$ cat config.mk
export PLATFORM = sky130hd
export DESIGN_NAME = trace_receiver
export DESIGN_NICKNAME = d
export VERILOG_FILES = /design/src/rtl/trace_receiver.sv
export SDC_FILE = /design/constraint.sdc
export NUM_CORES = 1
export LEC_CHECK = 0
export BUFFER_PORTS_ARGS = -buffer_cell sky130_fd_sc_hd__buf_2
export CELL_PAD_IN_SITES_DETAIL_PLACEMENT = 0
export CELL_PAD_IN_SITES_GLOBAL_PLACEMENT = 1
export CORE_UTILIZATION = 58
export CTS_CLUSTER_DIAMETER = 200
export CTS_CLUSTER_SIZE = 20
export DETAILED_ROUTE_END_ITERATION = 6
export GPL_TIMING_DRIVEN = 0
export PLACE_DENSITY = 0.95
export SETUP_SLACK_MARGIN = 0.5
export SLEW_MARGIN = 25
export SYNTH_ARGS = -nofsm -noshare
export SYNTH_HDL_FRONTEND = slang
export SYNTH_SLANG_ARGS = --single-unit
$ cat constraint.sdc
create_clock -name clk -period 9.5 [get_ports clk]
set_input_delay 0.475 -clock clk [delete_from_list [all_inputs] [get_ports clk]]
set_output_delay 0.475 -clock clk [all_outputs]
set_load 0.005 [all_outputs]
$ cat src/rtl/trace_receiver.sv
// Trace stream receiver: valid/ready beat intake into a record FIFO with
// done/clear sequencing and protocol checking. Option: TRACE_RECEIVER_FILTER_EN.
module trace_receiver #(
  parameter int DEPTH = 16,
  parameter int CNT_W = 32
) (
  input  logic              clk,
  input  logic              rst,
  input  logic [127:0]      TRACE_tdata,
  input  logic              TRACE_tvalid,
  output logic              TRACE_tready,
  input  logic              TRACE_tlast,
  output logic [31:0]       rec_pc,
  output logic [31:0]       rec_data,
  output logic [4:0]        rec_dest,
  output logic              rec_wen,
  output logic              rec_last,
  output logic              rec_valid,
  input  logic              rec_ready,
  output logic [CNT_W-1:0]  rec_count,
  output logic              done,
  input  logic              clear,
  output logic              proto_err
);

  localparam int AW = (DEPTH > 1) ? $clog2(DEPTH) : 1;
  localparam logic [AW:0] FULL = (AW+1)'(DEPTH);

  typedef struct packed {
    logic        last;
    logic        wen;
    logic [4:0]  dest;
    logic [31:0] data;
    logic [31:0] pc;
  } rec_t;

  typedef enum logic [1:0] {
    IDLE,
    STREAM,
    DONE
  } state_t;

  rec_t          mem [DEPTH];
  rec_t          beat;
  state_t        state;
  state_t        state_nx;
  logic [AW-1:0] wr_ptr;
  logic [AW-1:0] rd_ptr;
  logic [AW:0]   occ;
  logic [AW:0]   occ_nx;
  logic          accept;
  logic          keep;
  logic          push;
  logic          pop;
  logic          stall_q;
  logic [127:0]  tdata_q;
  logic          tlast_q;

  assign beat.last = TRACE_tlast;
  assign beat.wen  = TRACE_tdata[69];
  assign beat.dest = TRACE_tdata[68:64];
  assign beat.data = TRACE_tdata[63:32];
  assign beat.pc   = TRACE_tdata[31:0];

  assign accept = TRACE_tvalid & TRACE_tready;

`ifdef TRACE_RECEIVER_FILTER_EN
  // Non-writing beats are only counted; the tlast beat always lands.
  assign keep = beat.wen | beat.last;
`else
  assign keep = 1'b1;
`endif

  assign push      = accept & keep;
  assign rec_valid = (occ != '0);
  assign pop       = rec_valid & rec_ready;
  assign occ_nx    = occ + (AW+1)'(push) - (AW+1)'(pop);

  assign {rec_last, rec_wen, rec_dest, rec_data, rec_pc} = mem[rd_ptr];

  always_comb begin
    state_nx = state;
    unique case (state)
      IDLE:   if (accept) state_nx = TRACE_tlast ? DONE : STREAM;
      STREAM: if (accept && TRACE_tlast) state_nx = DONE;
      DONE:   if (clear) state_nx = IDLE;
      default: state_nx = IDLE;
    endcase
  end

  always_ff @(posedge clk) begin
    if (!rst && push) mem[wr_ptr] <= beat;
  end

  always_ff @(posedge clk) begin
    if (rst) begin
      state        <= IDLE;
      wr_ptr       <= '0;
      rd_ptr       <= '0;
      occ          <= '0;
      TRACE_tready <= 1'b0;
      rec_count    <= '0;
      done         <= 1'b0;
      proto_err    <= 1'b0;
      stall_q      <= 1'b0;
      tdata_q      <= '0;
      tlast_q      <= 1'b0;
    end else begin
      state        <= state_nx;
      done         <= (state_nx == DONE);
      occ          <= occ_nx;
      TRACE_tready <= (occ_nx < FULL) && (state_nx != DONE);
      if (push) wr_ptr <= wr_ptr + AW'(1);
      if (pop)  rd_ptr <= rd_ptr + AW'(1);
      if (state == DONE && clear)
        rec_count <= '0;
      else if (accept && rec_count != '1)
        rec_count <= rec_count + CNT_W'(1);
      // A stalled beat must be held unchanged until it is taken or dropped.
      stall_q <= TRACE_tvalid & ~TRACE_tready;
      tdata_q <= TRACE_tdata;
      tlast_q <= TRACE_tlast;
      if (stall_q && TRACE_tvalid &&
          (TRACE_tdata != tdata_q || TRACE_tlast != tlast_q))
        proto_err <= 1'b1;
    end
  end

endmodule

==> impl_metrics.py, run 1 <==
metrics = {
    "finish": {
        "area_growth_pct": 13.5,
        "nets": 2875,
        "fin_util_pct": 66.6,
        "final_cells": 3939,
        "fill_cells": 5142,
        "seq_area_sq_um": 37800,
        "drive_above_1_share_pct": 29.0,
        "multiInputGateArea_sq_um": 11700,
    },
    "placed_design": {
        "pre_cts_slack_ns": 5.61,
        "portBuffers": 239,
        "placed_cells": 3795,
        "hpwl_mm": 87.7,
        "finalWeightedCongestion": 0.879,
    },
    "synth": {
        "synth_area_sq_um": 49900,
        "synth_top_flop_cell": "edfxtp_1",
        "syn_area_per_cell_sq_um": 21.3,
        "ys_warn_count": 0,
        "synth_top_area_cell": "edfxtp_1",
        "postSynthCellCount": 2339,
        "synth-seq-cells": 1320,
        "syn_nets": 2486,
        "synth_top_area_share_pct": 68.3,
        "synthDistinctLibCells": 45,
        "ys_async_sr_fraction_pct": 0,
        "synth_area_leaders": "edfxtp_1 68%, mux4_2 16%, dfxtp_1 7.4%",
        "synth-edff-count": 1136,
        "seq_area_frac_synth_pct": 75.7,
    },
    "clock_network": {
        "cts_hold_buf": 0,
        "cts-root-buf": "clkbuf_16",
        "postCtsSetupRepairBufs": 0,
        "cts_buffer_depth": 3,
        "clk_latency_ns": 0.65,
        "clk_pin_slew_worst_paths_ns": 0.08,
        "cts_tree": "yes",
        "cts_resized": 0,
        "cts_made_buffers": 75,
        "htree_levels": 3,
        "cts.sinks": 1320,
    },
    "setup_path": {
        "crit_path_max_fanout": 10,
        "regToRegSetupSlack_ns": 6.01,
        "required_ns": 9.03,
        "crit-reg2reg-launch": "TRACE_tready",
        "setup.worst_path.start_class": "flip-flop",
        "path_class": "reg -> out",
        "endpoint_kind": "primary output",
        "worstReg2RegEnd": "mem[4][44]",
        "critPathArrivalTime_ns": 4.05,
        "reg2reg_depth": 8,
    },
    "hold_path": {
        "hold_path_depth": 2,
        "min-delay-start": "TRACE_tdata[90]",
        "hold_path.class": "in -> reg",
        "min_to": "tdata_q[90]",
    },
    "sta": {
        "hold_slack_ns": 0.0744,
        "max_freq_mhz": 221,
        "slew_headroom_pct": 18.0,
        "finalCritPeriodShare_pct": 47.7,
        "hold_viol_final": 0,
        "fin_skew_ns": 0.0164,
        "setup_viol": 0,
        "fin_crit_ns": 4.53,
        "rsz0062_at_grt": "false",
        "setup_ws_ns": 4.97,
        "drv_slew": 0,
        "worstMarginPinSlew_ns": 1.23,
        "tns_ns": 0,
    },
    "floorplan": {
        "start_util_pct": 58.6,
        "dieArea_sq_um": 87200,
        "fp.dieW_microns": 295,
        "die_height_microns": 295,
        "coreArea_sq_um": 85100,
        "io_pins": 241,
        "row_count": 107,
    },
    "drt": {
        "drc_errors": 1,
        "first_iter_violations": 3627,
        "routed_via_density": 6.68,
        "drt_wl_total_mm": 134,
        "num_vias": 26300,
        "dr.pass1.iters": 7,
        "ant_nets": 0,
        "wire_per_inst_microns": 34.1,
    },
    "run_status": {
        "status": "complete, but fails checks",
        "violations": "DRC",
    },
    "global_routing": {
        "grt_max_degree": 22,
        "antenna_found_initial": 24,
        "grt_use_met3_pct": 7.70,
        "track_usage_pct": 30.9,
        "gr-usage-met2_pct": 51.0,
        "overflow": 0,
        "grt_pass1_vias": 26300,
        "grt_pass1_wl_mm": 187,
        "use_met1_pct": 40.1,
        "grt-busiest-layer": "met2",
    },
    "power_and_ir_drop": {
        "ir_worst_vdd_uv": 217,
        "powerDensity_nw_per_um2": 214,
        "leakage_uw": 0.0180,
    },
    "job": {
        "drv_cap": 0,
    },
}
==> flip-flops by register name, summed over array words and instances (netlist names), named ones only <==
signal	cells
done	1
rd_ptr	4
TRACE_tready	1
proto_err	1
state	2
wr_ptr	4
mem	1136
rec_count	32
stall_q	1
tlast_q	1
occ	5
tdata_q	128
==> cell usage after synthesis (9+ instances only) <==
cell / instances
a21oi_1: 15
dfxtp_1: 184
nor2_1: 65
xnor2_1: 55
edfxtp_1: 1136
nor4_1: 24
xor2_1: 96
nand3_1: 17
buf_2: 26
clkbuf_1: 76
nand4_1: 32
nand2_1: 25
mux4_2: 355
nor2b_1: 128
nor3_1: 9
ha_1: 12
inv_1: 24
==> per-stage QoR <==
stage / power [uW] / area, sq um
after floorplan: 8040 / 49900
after global placement: 8780 / 52500
after detailed placement: 8890 / 54500
after CTS: 12100 / 56600
after global routing: 12400 / 56700
final: 12100 / 56700
==> layout make-up <==
type | instances | area share (%)
diodes | 7 | 0.0309
plain buffers | 107 | 0.797
clock buffers | 135 | 3.78
clock inverters | 2 | 0.0309
inverters | 24 | 0.159
multi-input cells | 888 | 20.7
flip-flops and latches | 1320 | 66.7
well taps | 1144 | 2.53
repair buffers | 312 | 5.30
==> placed cells by master, fill, tap and decap left out, drive strengths merged, types with 9 or more instances in the layout <==
cell type	count
dfxtp	184
nor2b	128
mux4	355
nand2	25
edfxtp	1136
clkbuf	214
inv	26
xnor2	55
nor4	25
nor2	65
xor2	96
nand3	18
nand4	33
nor3	9
buf	340
ha	12
a21oi	15
==> layer usage <==
layer  up-vias  wire [microns]
li1      10200               -
met1     13600           45800
met2      2088           66600
met3       355           16200
met4        32            5520
met5         -             207
==> worst max-delay path by stage <==
stage                 start          to  slack, ns
3_5_place_dp      flip-flop  rec_pc[11]       5.61
3_3_place_gp   TRACE_tvalid  mem[8][57]       0.59
6_report          flip-flop  rec_pc[11]       4.97
4_1_cts           flip-flop  rec_pc[16]       4.87
5_1_grt           flip-flop  rec_pc[11]       5.05
2_1_floorplan  TRACE_tvalid  mem[12][0]       4.67
==> power by group <==
group | total (uW) | leakage, uW | switching, uW | internal, uW
Combinational | 2390 | 0.00524 | 1240 | 1140
Sequential | 6400 | 0.0117 | 42.2 | 6360
Clock | 3350 | 0.00103 | 1810 | 1540
==> critical path, cell delays in order (launching register included) <==
cell,delay [ns]
dfxtp_1,0.32
clkbuf_1,0.22
clkbuf_1,0.90
clkbuf_1,0.80
mux4_2,0.43
mux4_2,0.57
buf_2,0.18
==> kinds of logic (layout without fill, tap and decap cells) <==
kind of cell               Yosys count  in the layout  share of synthesized area (%)
DFF                               1320           1320                           75.7
adders and majority gates           13             13                          0.341
muxes                              357            357                           16.1
and+or+nand+nor                    330            330                           3.74
buffers and inverters              131            580                           1.05
xor gates and xnor gates           151            151                           2.65
AOI/OAI and AO/OA                   37             37                          0.449
other                                0              7                              0
Note: power is estimated with default switching activity, not from simulation.
==> inputs of run 2 (changes only) <==
--- a/config.mk
+++ b/config.mk
@@ -8,12 +8,12 @@
 export BUFFER_PORTS_ARGS = -buffer_cell sky130_fd_sc_hd__buf_2
 export CELL_PAD_IN_SITES_DETAIL_PLACEMENT = 0
 export CELL_PAD_IN_SITES_GLOBAL_PLACEMENT = 1
-export CORE_UTILIZATION = 58
+export CORE_UTILIZATION = 54
 export CTS_CLUSTER_DIAMETER = 200
 export CTS_CLUSTER_SIZE = 20
 export DETAILED_ROUTE_END_ITERATION = 6
 export GPL_TIMING_DRIVEN = 0
-export PLACE_DENSITY = 0.95
+export PLACE_DENSITY = 0.91
 export SETUP_SLACK_MARGIN = 0.5
 export SLEW_MARGIN = 25
 export SYNTH_ARGS = -nofsm -noshare
==> constraint.sdc (replaced) <==
create_clock -name clk -period 4.53 [get_ports clk]
set_input_delay 0.2265 -clock clk [delete_from_list [all_inputs] [get_ports clk]]
set_output_delay 0.2265 -clock clk [all_outputs]
set_load 0.005 [all_outputs]
==> impl_metrics.py, run 2 (synthesis results as in run 1) <==
metrics = {
    "run_status": {
        "status": "complete, but fails checks",
        "violations": "DRC",
    },
    "finish": {
        "fill_cells": 5823,
        "area_growth_pct": 16.1,
        "seq_area_sq_um": 37800,
        "multiInputGateArea_sq_um": 11700,
        "largest_reg_flops": 1136,
        "final_cells": 4098,
        "reg_top3": "mem x1136, tdata_q x128, rec_count x32",
        "drive_above_1_share_pct": 28.1,
        "nets": 2992,
        "final_cell_mix": "1136 x edfxtp_1, 355 x mux4_2, 265 x buf_2",
        "top_register": "mem",
        "final_common_cell": "edfxtp_1",
    },
    "drt": {
        "num_vias": 26500,
        "drt_wl_total_mm": 133,
        "wire_per_inst_microns": 32.4,
        "ant_nets": 0,
        "drc_errors": 3,
        "first_iter_violations": 4027,
        "dr.pass1.iters": 7,
        "routed_via_density": 6.47,
    },
    "floorplan": {
        "fp.dieW_microns": 306,
        "row_count": 111,
        "io_pins": 241,
        "coreArea_sq_um": 91700,
        "dieArea_sq_um": 93700,
        "die_height_microns": 306,
        "start_util_pct": 54.5,
    },
    "clock_network": {
        "cts_buffer_depth": 3,
        "clk_pin_slew_worst_paths_ns": 0.09,
        "cts_tree": "yes",
        "cts.sinks": 1320,
        "cts_made_buffers": 75,
        "clk_latency_ns": 0.65,
        "cts-root-buf": "clkbuf_16",
        "htree_levels": 3,
    },
    "global_routing": {
        "grt_pass1_vias": 27100,
        "overflow": 0,
        "grt_max_degree": 22,
        "track_usage_pct": 28.6,
        "grt_pass1_wl_mm": 189,
        "antenna_found_initial": 14,
    },
    "sta": {
        "worstMarginPinSlew_ns": 1.18,
        "hold_viol_final": 0,
        "rsz0062_at_grt": "false",
        "drv_slew": 0,
        "fin_crit_ns": 3.90,
        "fin_skew_ns": 0.0251,
        "max_freq_mhz": 256,
        "tns_ns": 0,
        "setup_viol": 0,
        "finalCritPeriodShare_pct": 86.2,
        "slew_headroom_pct": 21.5,
    },
    "placed_design": {
        "portBuffers": 239,
        "placed_cells": 3838,
        "finalWeightedCongestion": 0.872,
        "hpwl_mm": 85.7,
    },
    "setup_path": {
        "path_class": "reg -> out",
        "critPathArrivalTime_ns": 3.68,
        "crit_path_max_fanout": 10,
        "setup.worst_path.start_class": "flip-flop",
        "required_ns": 4.30,
        "reg2reg_depth": 8,
        "endpoint_kind": "primary output",
    },
    "power_and_ir_drop": {
        "powerDensity_nw_per_um2": 440,
        "leakage_uw": 0.0185,
        "ir_worst_vdd_uv": 347,
    },
    "hold_path": {
        "hold_path_depth": 2,
        "hold_path.class": "in -> reg",
    },
    "job": {
        "drv_cap": 0,
    },
}
==> run 2: cell count changes in the layout (fill, tap and decap cells not counted), sizes merged <==
cell           before  now
buf               340  341
clkbuf            214  212
clkdlybuf4s15       0    2
dlygate4sd3         0  116
==> run 2: final timing paths <==
kind,slack (ns),start,to
setup reg to reg,1.06,TRACE_tready,mem[12][53]
setup / recovery,0.63,flip-flop,rec_pc[10]
hold reg to reg,0.49,state[1],state[0]
hold / removal,0.03,TRACE_tdata[29],tdata_q[29]
==> run 2: area by class of cell <==
type	count	share of cell area, %
sequential	1320	65.2
clock inverter	2	0.0302
tap	1186	2.56
clock buffer	135	3.70
inverter	24	0.155
multi-input combinational	888	20.2
buffer	107	0.816
timing repair buffer	429	7.31
antenna	7	0.0302
==> run 2: per-layer routing <==
layer | GRT usage, % | part of all wire (%) | up-vias
met5 | 0 | 0.066 | -
met4 | 8.59 | 3.2 | 14
met3 | 7.57 | 13 | 313
met2 | 47.1 | 49 | 2034
met1 | 37.6 | 35 | 13700
li1 | - | - | 10500
==> run 2: through the flow <==
stage	instance area, sq um	utilization [%]	total power (uW)	hold slack (ns)	worst slack [ns]
finish	58000	63.3	25500	0.0282	0.625
global placement	52600	57.4	18400	0.461	-4.32
CTS	58000	63.2	25600	0.00126	0.649
global route	58000	63.2	26200	0.000572	0.547
detailed placement	54600	59.6	18600	0.473	0.911
floorplan	49900	-	16900	0.325	-0.181
==> run 2: critical path: stages, from the launching register on <==
cell and delay, ns:
dfxtp_1 0.34, clkbuf_1 0.23, clkbuf_2 0.55, clkbuf_1 0.71
mux4_2 0.43, mux4_2 0.59, buf_2 0.17
==> run 2: power breakdown <==
group / switching [uW] / leakage [uW] / internal (uW)
Sequential: 84.6 / 0.0117 / 13300
Clock: 3780 / 0.00103 / 3230
Combinational: 2630 / 0.00578 / 2470
==> run 2: repair_timing <==
action / in CTS / in global routing
endpoints found under the hold margin: 1014 / 0
setup endpoints to repair: 71 / 0
gates resized for setup: 11 / 0
hold buffers: 116 / 0
buffers inserted: 0 / 0
